`src/rtl/regfile_write_arbiter.sv`:
```
// rtl/regfile_write_arbiter.sv - N-to-1 write-back arbiter feeding one registered register-file write port.
// WB_ARB_ROUND_ROBIN_EN selects round-robin arbitration; the default build uses fixed lowest-index priority.
module regfile_write_arbiter #(
  parameter int NUM_REQ = 3,
  parameter int DATA_W  = 32,
  parameter int ADDR_W  = 5
) (
  input  logic                      clk,
  input  logic                      reset,
  input  logic [NUM_REQ-1:0]        req_valid,
  input  logic [NUM_REQ*ADDR_W-1:0] req_addr,
  input  logic [NUM_REQ*DATA_W-1:0] req_data,
  output logic [NUM_REQ-1:0]        req_ready,
  output logic                      rf_we,
  output logic [ADDR_W-1:0]         rf_addr,
  output logic [DATA_W-1:0]         rf_data,
  input  logic                      rf_stall,
  output logic [15:0]               wr_count
);

  localparam int PTR_W = (NUM_REQ > 1) ? $clog2(NUM_REQ) : 1;

  logic              out_valid_q, out_valid_d;
  logic [ADDR_W-1:0] out_addr_q, out_addr_d;
  logic [DATA_W-1:0] out_data_q, out_data_d;
  logic [15:0]       wr_count_q, wr_count_d;

  logic              stage_free;
  logic              grant_found;
  logic [PTR_W-1:0]  grant_idx;
  logic              transfer;
  logic [ADDR_W-1:0] sel_addr;
  logic [DATA_W-1:0] sel_data;

`ifdef WB_ARB_ROUND_ROBIN_EN
  logic [PTR_W-1:0]  ptr_q, ptr_d;
`endif

  assign stage_free = !out_valid_q || !rf_stall;

  // Search order starts just after the last winner in round-robin mode, at index 0 otherwise.
  always_comb begin
    int cand;
    cand        = 0;
    grant_found = 1'b0;
    grant_idx   = '0;
    for (int k = 0; k < NUM_REQ; k++) begin
`ifdef WB_ARB_ROUND_ROBIN_EN
      cand = (int'(ptr_q) + 1 + k) % NUM_REQ;
`else
      cand = k;
`endif
      if (!grant_found && req_valid[cand[PTR_W-1:0]]) begin
        grant_found = 1'b1;
        grant_idx   = cand[PTR_W-1:0];
      end
    end
  end

  always_comb begin
    req_ready = '0;
    if (reset && stage_free && grant_found) begin
      req_ready[grant_idx] = 1'b1;
    end
  end

  assign transfer = |(req_valid & req_ready);

  always_comb begin
    sel_addr = '0;
    sel_data = '0;
    for (int i = 0; i < NUM_REQ; i++) begin
      if (req_ready[i]) begin
        sel_addr = req_addr[i*ADDR_W +: ADDR_W];
        sel_data = req_data[i*DATA_W +: DATA_W];
      end
    end
  end

  // Address 0 is the hardwired zero register: accept the request but never write it.
  always_comb begin
    out_valid_d = out_valid_q;
    out_addr_d  = out_addr_q;
    out_data_d  = out_data_q;
    if (stage_free) begin
      out_valid_d = 1'b0;
      if (transfer && (sel_addr != '0)) begin
        out_valid_d = 1'b1;
        out_addr_d  = sel_addr;
        out_data_d  = sel_data;
      end
    end
  end

  always_comb begin
    wr_count_d = wr_count_q;
    if (out_valid_q && !rf_stall && (wr_count_q != 16'hFFFF)) begin
      wr_count_d = wr_count_q + 16'd1;
    end
  end

`ifdef WB_ARB_ROUND_ROBIN_EN
  always_comb begin
    ptr_d = ptr_q;
    if (transfer) begin
      ptr_d = grant_idx;
    end
  end

  always_ff @(posedge clk or negedge reset) begin
    if (!reset) begin
      ptr_q <= PTR_W'(NUM_REQ - 1);
    end else begin
      ptr_q <= ptr_d;
    end
  end
`endif

  always_ff @(posedge clk or negedge reset) begin
    if (!reset) begin
      out_valid_q <= 1'b0;
      out_addr_q  <= '0;
      out_data_q  <= '0;
      wr_count_q  <= '0;
    end else begin
      out_valid_q <= out_valid_d;
      out_addr_q  <= out_addr_d;
      out_data_q  <= out_data_d;
      wr_count_q  <= wr_count_d;
    end
  end

  assign rf_we    = out_valid_q;
  assign rf_addr  = out_addr_q;
  assign rf_data  = out_data_q;
  assign wr_count = wr_count_q;

endmodule

```
`config.mk`:
```
export PLATFORM = sky130hd
export DESIGN_NAME = regfile_write_arbiter
export DESIGN_NICKNAME = d
export VERILOG_FILES = /design/src/rtl/regfile_write_arbiter.sv
export SDC_FILE = /design/constraint.sdc
export NUM_CORES = 1
export LEC_CHECK = 0
export CAP_MARGIN = 20
export CORE_MARGIN = 2
export CORE_UTILIZATION = 42
export DETAILED_ROUTE_END_ITERATION = 6
export HOLD_SLACK_MARGIN = 0.12
export PLACE_DENSITY_LB_ADDON = 0.25
export SLEW_MARGIN = 15
export SYNTH_ARGS = -nofsm -noshare
export SYNTH_HDL_FRONTEND = slang
export SYNTH_SLANG_ARGS = --single-unit
```
`constraint.sdc`:
```
create_clock -name clk -period 3.55 [get_ports clk]
set_input_delay 0.8875 -clock clk [delete_from_list [all_inputs] [get_ports clk]]
set_output_delay 0.8875 -clock clk [all_outputs]
set_load 0.02 [all_outputs]
```
### Word level (Yosys, flattened, before mapping)

Cells that the tools add are included.
Widths: inputs -> output; s select.

| cells by class | value |
|---|---|
| $add $sub $neg | 1 |
| $lt $le $gt $ge | 2 |
| eq/ne operators | 1 |
| mux-type cells | 15 |
| bitwise operators | 1 |
| reductions and logical operators | 16 |

Operators with widths:

| cell | number |
|---|---|
| $mux 32 | 3 |
| $add 16x1->16 const B | 1 |
| $ne 16x16->1 const B | 1 |
| $mux 5 | 3 |
| $logic_and 1x1->1 | 8 |
| $mux 1 | 6 |
| $reduce_bool 5->1 | 1 |
| $logic_not 1->1 | 4 |
| $and 3x3->3 | 1 |
| $lt 2x3->1 const B | 1 |
| $mux 3 | 1 |
| $reduce_or 3->1 | 1 |
| $demux 1 s2 | 1 |
| $ge 2x1->1 const B | 1 |
| $mux 2 | 1 |
| $reduce_and 2->1 | 1 |
| $logic_or 1x1->1 | 1 |

| storage, ports and cells | value |
|---|---|
| bits in registers | 54 |
| bits of input ports | 117 |
| output and inout port bits | 57 |
| logic and storage cells | 40 |

### Logic depth before layout (Yosys ltp)

Gate-level depths: netlist of run 1.

| depth | value |
|---|---|
| word-level depth | 18 |
| gate-level depth with buffers | 7 |
| mapped depth without buffers | 6 |

### Worst setup path before layout of run 1

OpenSTA, ideal clock, no wires.

| timing path | value |
|---|---|
| path kind | input to output |
| from | in req_valid[2] |
| to | out req_ready[2] |
| arrival time | 1.703 ns |
| required time | 2.663 ns |
| slack | 0.959 ns |
| cell stages on the path | 4 |
| buffers on the path | 2 |
| cell sequence | nor2b_1 > buf_2 > clkbuf_1 > and3_1 |

| between the ends | value |
|---|---|
| longest elaborated chain between the ends | 7 |
| elaborated cells on any way between the ends | 10 |
| those cells by class | order compare: 2; mux: 5; reduce/logical: 3 |

RTL lines:

| item | line | source |
|---|---|---|
| start: declaration | 10 | `input logic [NUM_REQ-1:0] req_valid,` |
| $logic_and 1x1->1 * | 53 | `if (!grant_found && req_valid[cand[PTR_W-1:0]]) begin` |
| $mux 2 | 53 |  |
| $lt 2x3->1 (implied by the code) or $ge 2x1->1 (tied branches) | 63 | `req_ready[grant_idx] = 1'b1;` |
| $logic_and 1x1->1 (implied by the code) | 63 |  |
| $mux 1 (implied by the code) | 63 |  |
| $demux 1 s2 | 63 |  |
| $mux 3 * | 62 | `if (reset && stage_free && grant_found) begin` |
| end: declaration | 13 | `output logic [NUM_REQ-1:0] req_ready,` |

Mark *: on every way between the ends. The rest lies on a longest branch, timed or not.

### Worst setup path after layout of run 1

| timing path | value |
|---|---|
| from | in rf_stall |
| to | out req_ready[2] |

| between the ends | value |
|---|---|
| longest elaborated chain between the ends | 5 |

RTL lines:

| item | line | source |
|---|---|---|
| start: declaration | 17 | `input logic rf_stall,` |
| $logic_not 1->1 | 39 | `assign stage_free = !out_valid_q \|\| !rf_stall;` |
| $logic_or 1x1->1 | 39 |  |
| $logic_and 1x1->1 (2 in a row) | 62 |  |
| $mux 3 | 62 |  |

No other way between the ends.

==> metrics, run 1 <==
largest net degree at the start of global routing 54; status completed; worst min path class in -> async; wire length per cell ~15 um; Worst-path clk slew around 90 ps; Synth Flop Type dfrtp_1; Max Cap Viol 0; DRT antenna net count 0; Num Clock Sinks 54; Unique masters post-synth 38; syn avg cell area 10.2 sq um; Combinational Power Share around 42%; num rows 31; Congestion Overflow GR 0; FFs w/ async S/R, synth 100%; Multi-input gate area 1580 sq um; fin crit period roughly 3400 ps; Internal between 1 and 1.5 mW; Crit. End Element primary output; Post-synth EDFFs 0; Chip Width between 80 and 90 um; Synth top area share between 40% and 50%; CP Max Fanout 6; # fillers between 500 and 600; RSZ-0062 raised after global routing no; R2R depth 6; number of CTS-inserted buffers 5; post_cts resized 0; gpl congestion ~0.83; Hold Fails Final Rpt 0; RR Startpoint wr_count[0]; Register Area about 1400 sq um; Clock Power Share approximately 17%; area leader, netlist dfrtp_1; Initial Util between 40% and 50%; met2 usage a little under two fifths; register share of total power 41.8%; # DRC 0; die area approximately 8000 sq um; CTS tree yes; Synth Instances ~300; placed cells roughly 560; cells along the critical path clkdlybuf4s50_1 > nand2_1 > and2_0 > and3_1 > clkdlybuf4s50_1; CTS Buffer Depth 2; CTS H-tree depth 2; TNS Setup 0 ps; clock root buffer master clkbuf_8; via count 2,897; switching power total approximately 0.64 mW; yosys warns 0; grt met3 use 4.71%; Post-Syn Area between 3000 and 4000 sq um; synthesized net count roughly 420; crit start category input port; final non-filler cell total 569; dpl hpwl 6.81 mm; critical path class in -> out; DRT iter0 DRCs 83; Leak about 2.1 nW; cell mode on critical path clkdlybuf4s50_1; ratio of cells with drive above 1 in the final layout 12.3%; Synth area leaders dfrtp_1 (44%), mux2_4 (13%), a22oi_1 (7.8%); nets ~590; hold-fix buffers at CTS 0; vias in the first global route 2,829; critical path arrival roughly 2500 ps; Setup Skew 5.41 ps; Slew HR between 50% and 60%; switching share of power 32.5%; Pins Over Slew Limit 0; slowest stage delay, CP 600 ps; Crit path required time between 2000 and 3000 ps; Die Y-Extent around 90 um; vias per cell 5.09; period utilization a little over nine tenths; antenna violations before repair 0; post-synthesis sequential area ratio about 44%; Area Growth Syn to Fin 62.1%; num ports roughly 170; Total Routing Usage GR 21.5%; pin slew with the least headroom to its limit about 650 ps; Yosys reg bits 54; R2R Path End wr_count[5]; Reg2Reg Setup Slack roughly 1800 ps; worst vdd ir between 0.15 and 0.2 mV; core area just over 7000 sq um; total inserted antenna cells 0; pwr dens 395 nW/um^2; Post-CTS Setup Bufs 0; DRT Pass-1 Iters 4; global routing's busiest layer met2; final setup vio count 0; Worst-Skew Late Latency about 300 ps; Max Fclk slightly below 0.3 GHz; Port-buffer cells 173; slowest cell on the critical path clkdlybuf4s50_1; GR Util met1 between 20% and 30%; final WL 8.70 mm; first-pass GRT wire length 13.4 mm
## power groups by stage
stage               logic, mW  clock network [mW]  registers, mW
finish                  0.814               0.326          0.819
global route            0.866               0.356          0.834
CTS                     0.822               0.332          0.820
detailed placement      0.821                   0          0.827
global placement        0.806                   0          0.824
floorplan               0.255                   0          0.952
## through the flow
stage / setup slack (ps) / area (sq um) / utilization [%] / hold WS (ps) / total power [mW]
floorplan: 959 / 3060 / - / 590 / 1.21
global placement: 205 / 4880 / 68.4 / 472 / 1.63
detailed placement: 190 / 4880 / 68.4 / 488 / 1.65
CTS: 186 / 4960 / 69.5 / 380 / 1.97
global route: 83.8 / 4960 / 69.5 / 368 / 2.06
finish: 171 / 4960 / 69.5 / 386 / 1.96
## Yosys cell counts, types with 3 or more instances
cell and count:
xor2_1 7, a22oi_1 32, nand3_1 9, mux2_4 26, nand4_1 3, nand2_1 49
xnor2_1 7, clkbuf_1 13, nor3_1 4, dfrtp_1 54, nor2_1 5, mux2_2 6
a21oi_2 3, nand3b_1 4, inv_1 5, nor2b_1 5, a21oi_1 4, o21ai_0 38
## metal layers
| layer | wire length (um) | part of all wire (%) |
|---|---|---|
| met1 | 3560 | 41 |
| met2 | 4500 | 52 |
| met3 | 495 | 5.7 |
| met4 | 147 | 1.7 |
| met5 | 0 | 0 |
## cell families (layout without fill, tap and decap cells)
family	Yosys count	in the layout	share of synthesized area [%]
and+or+nand+nor	89	89	14.2
AOI/OAI and AO/OA	84	84	17.8
DFF	54	54	44.2
muxes	32	32	15.0
buffers and inverters	25	196	4.46
xor gates and xnor gates	14	14	4.01
adders and majority gates	1	1	0.409
## how the worst max path moves through the flow
stage,end,slack [ps],start,cells after the start
2_1_floorplan,req_ready[2],960,req_valid[2],4
3_3_place_gp,req_ready[1],210,rf_stall,5
3_5_place_dp,req_ready[2],190,rf_stall,5
4_1_cts,req_ready[2],190,rf_stall,5
5_1_grt,req_ready[1],80,rf_stall,5
6_report,req_ready[2],170,rf_stall,5
## critical path: cells and delay by family
| kind | cells | cell delay, ps |
|---|---|---|
| AND/OR/NAND/NOR | 3 | 590 |
| buffers and inverters | 2 | 1020 |
## cell usage in the layout, fill, tap and decap left out, types with 2 or more instances in the layout
master	n
nand2_1	49
o21a_1	2
nand3_1	9
a21oi_2	3
nor3_1	4
clkbuf_8	5
mux2_2	6
nor2_1	5
and4_1	2
nand4_1	3
buf_2	2
a22oi_1	32
nor2b_1	4
xor2_1	7
nand3b_1	4
a21oi_1	4
clkdlybuf4s50_1	171
mux2_4	26
dfrtp_1	54
xnor2_1	7
and3_1	2
o21ai_0	38
inv_1	5
buf_4	9
## sequential cells by signal, summed over array words and instances, names as in the netlist
signal    flops
rf_data      32
rf_we         1
rf_addr       5
wr_count     16
## layout make-up
cell class | count | area share [%]
clock buffer | 6 | 1.46
clock inverter | 1 | 0.151
inverter | 6 | 0.454
multi-input combinational | 220 | 31.7
sequential | 54 | 27.2
tap | 99 | 2.50
timing repair buffer | 183 | 36.5
(Power assumes the default switching activity.)
==> run 2, diff against run 1 <==
- CORE_UTILIZATION: 42 -> 39
- clock period: 3.55 -> 3.7 ns (I/O delays scaled with it)
==> metrics, run 2 (synthesis results as in run 1) <==
Largest register FFs 32 (unchanged); worst vdd ir 0.179 mV (was 0.180 mV); die area 8570 sq um (was 7990 sq um); final WL 8.89 mm (was 8.70 mm); vias per cell 5.10 (was 5.09); Worst-path clk slew 100 ps (was 90 ps); CP Max Fanout 6 (unchanged); fin crit period ~3500 ps; R2R depth 6 (unchanged); Congestion Overflow GR 0 (unchanged); Internal 1.34 mW (was 1.32 mW); Total Routing Usage GR 20.6% (was 21.5%); Crit path required time 2770 ps (was 2660 ps); switching share of power 31.7% (was 32.5%); pwr dens 395 nW/um^2 (about the same); Hold Fails Final Rpt 0 (unchanged); register share of total power 39.9% (was 41.8%); largest net degree at the start of global routing 53 (was 54); Setup Skew 8.96 ps (was 5.41 ps); via count 2,907 (was 2,897); num rows 32 (was 31); dpl hpwl 6.94 mm (was 6.81 mm); CTS Buffer Depth 2 (unchanged); Pins Over Slew Limit 0 (unchanged); pin slew with the least headroom to its limit 641 ps (was 646 ps); Chip Width 92.6 um (was 89.4 um); first-pass GRT wire length 13.9 mm (was 13.4 mm); Max Cap Viol 0 (unchanged); TNS Setup 0 ps (unchanged); most frequent cells in the layout clkdlybuf4s50_1 (171), dfrtp_1 (54), nand2_1 (49) (unchanged); clock root buffer master clkbuf_8 (unchanged); Die Y-Extent 92.6 um (was 89.4 um); post_cts resized 0 (unchanged); wire length per cell 15.6 um (was 15.3 um); Port-buffer cells 173 (unchanged); core area 7650 sq um (was 7140 sq um); num ports 174 (unchanged); Crit. End Element primary output (unchanged); Worst-Skew Late Latency 310 ps (was 300 ps); DRT iter0 DRCs 64 (was 83); total inserted antenna cells 0 (unchanged); ratio of cells with drive above 1 in the final layout 12.2% (was 12.3%); Initial Util 40.0% (was 42.9%); R2R Path End wr_count[5] (unchanged); CTS H-tree depth 2 (unchanged); gpl congestion 0.818 (was 0.834); Area Growth Syn to Fin 62.3% (was 62.1%); Post-CTS Setup Bufs 0 (unchanged); Leak 2.08 nW (about the same); commonest non-fill, non-tap cell in the layout clkdlybuf4s50_1 (unchanged); vias in the first global route 2,917 (was 2,829); Num Clock Sinks 54 (unchanged); Clock Power Share 20.7% (was 16.7%); antenna violations before repair 0 (unchanged); RR Startpoint wr_count[0] (unchanged); Reg2Reg Setup Slack 1940 ps (was 1760 ps); DRT Pass-1 Iters 4 (unchanged); hold-fix buffers at CTS 0 (unchanged); crit start category input port (unchanged); CTS tree yes (unchanged); Combinational Power Share 39.4% (was 41.5%); Slew HR 57.2% (was 57.0%); status completed (unchanged); nets 585 (was 588); number of CTS-inserted buffers 5 (unchanged); Tot Pwr 1.96 mW (about the same); switching power total 0.623 mW (was 0.637 mW); RSZ-0062 raised after global routing no (unchanged); Max Fclk 0.283 GHz; worst min path class in -> async (unchanged); final setup vio count 0 (unchanged); DRT antenna net count 0 (unchanged); critical path class in -> out (unchanged); # DRC 0 (unchanged); period utilization approximately 96%; critical path arrival 2610 ps (was 2490 ps)
[run 2: cell types whose count changed in the layout (fill, tap and decap cells not counted), sizes merged]
cell,change
buf,-3
bufinv,+1
clkbuf,-1
clkinv,+1
clkinvlp,-1
inv,+1
[run 2: power by group through the flow]
stage	clock network (mW)	logic, mW	registers, mW
after floorplan	0	0.245	0.914
after global placement	0	0.769	0.788
after detailed placement	0	0.780	0.793
after CTS	0.418	0.783	0.784
after global routing	0.443	0.826	0.798
final	0.407	0.774	0.782
[run 2: area by class of cell]
type	count	area, sq um
Clock buffer	5	68.8
Clock inverter	3	47.5
Fill cell	630	2680
Inverter	6	22.5
Multi-Input combinational cell	220	1580
Sequential cell	54	1350
Tap cell	102	128
Timing Repair Buffer	180	1770
[run 2: per-stage QoR]
stage / utilization, % / setup WS, ps / instance area [sq um] / std cells / hold slack, ps
finish: 65.0 / 160 / 4970 / 570 / 419
global route: 65.0 / 100 / 4970 / 570 / 407
CTS: 65.0 / 187 / 4970 / 570 / 412
detailed placement: 63.4 / 190 / 4850 / 562 / 487
global placement: 63.4 / 206 / 4850 / 562 / 479
floorplan: - / 1030 / 3060 / 299 / 590
[run 2: worst max path at each step]
| stage | from | to | slack, ps |
|---|---|---|---|
| CTS | rf_stall | req_ready[2] | 190 |
| detailed placement | rf_stall | req_ready[2] | 190 |
| floorplan | req_valid[2] | req_ready[2] | 1030 |
| global route | rf_stall | req_ready[1] | 100 |
| global placement | rf_stall | req_ready[2] | 210 |
| finish | rf_stall | req_ready[2] | 160 |
[run 2: layer usage]
metal / part of all wire [%] / vias to the layer above / GRT usage, %
met5: 0 / - / 0
met4: 1.4 / 0 / 5.35
met1: 39 / 1388 / 23.0
li1: - / 1406 / -
met2: 53 / 103 / 38.6
met3: 6.0 / 10 / 5.61
[run 2: critical path, cell delays in order]
cell	delay, ps
clkdlybuf4s50_1	470
nand2_1	130
and2_0	280
and3_1	210
clkdlybuf4s50_1	600
==> run 3, diff against run 2 <==
- SKIP_LAST_GASP: not set -> 1
==> results of run 3 <==
Final layout, timing and power as in run 2 (identical DEF).
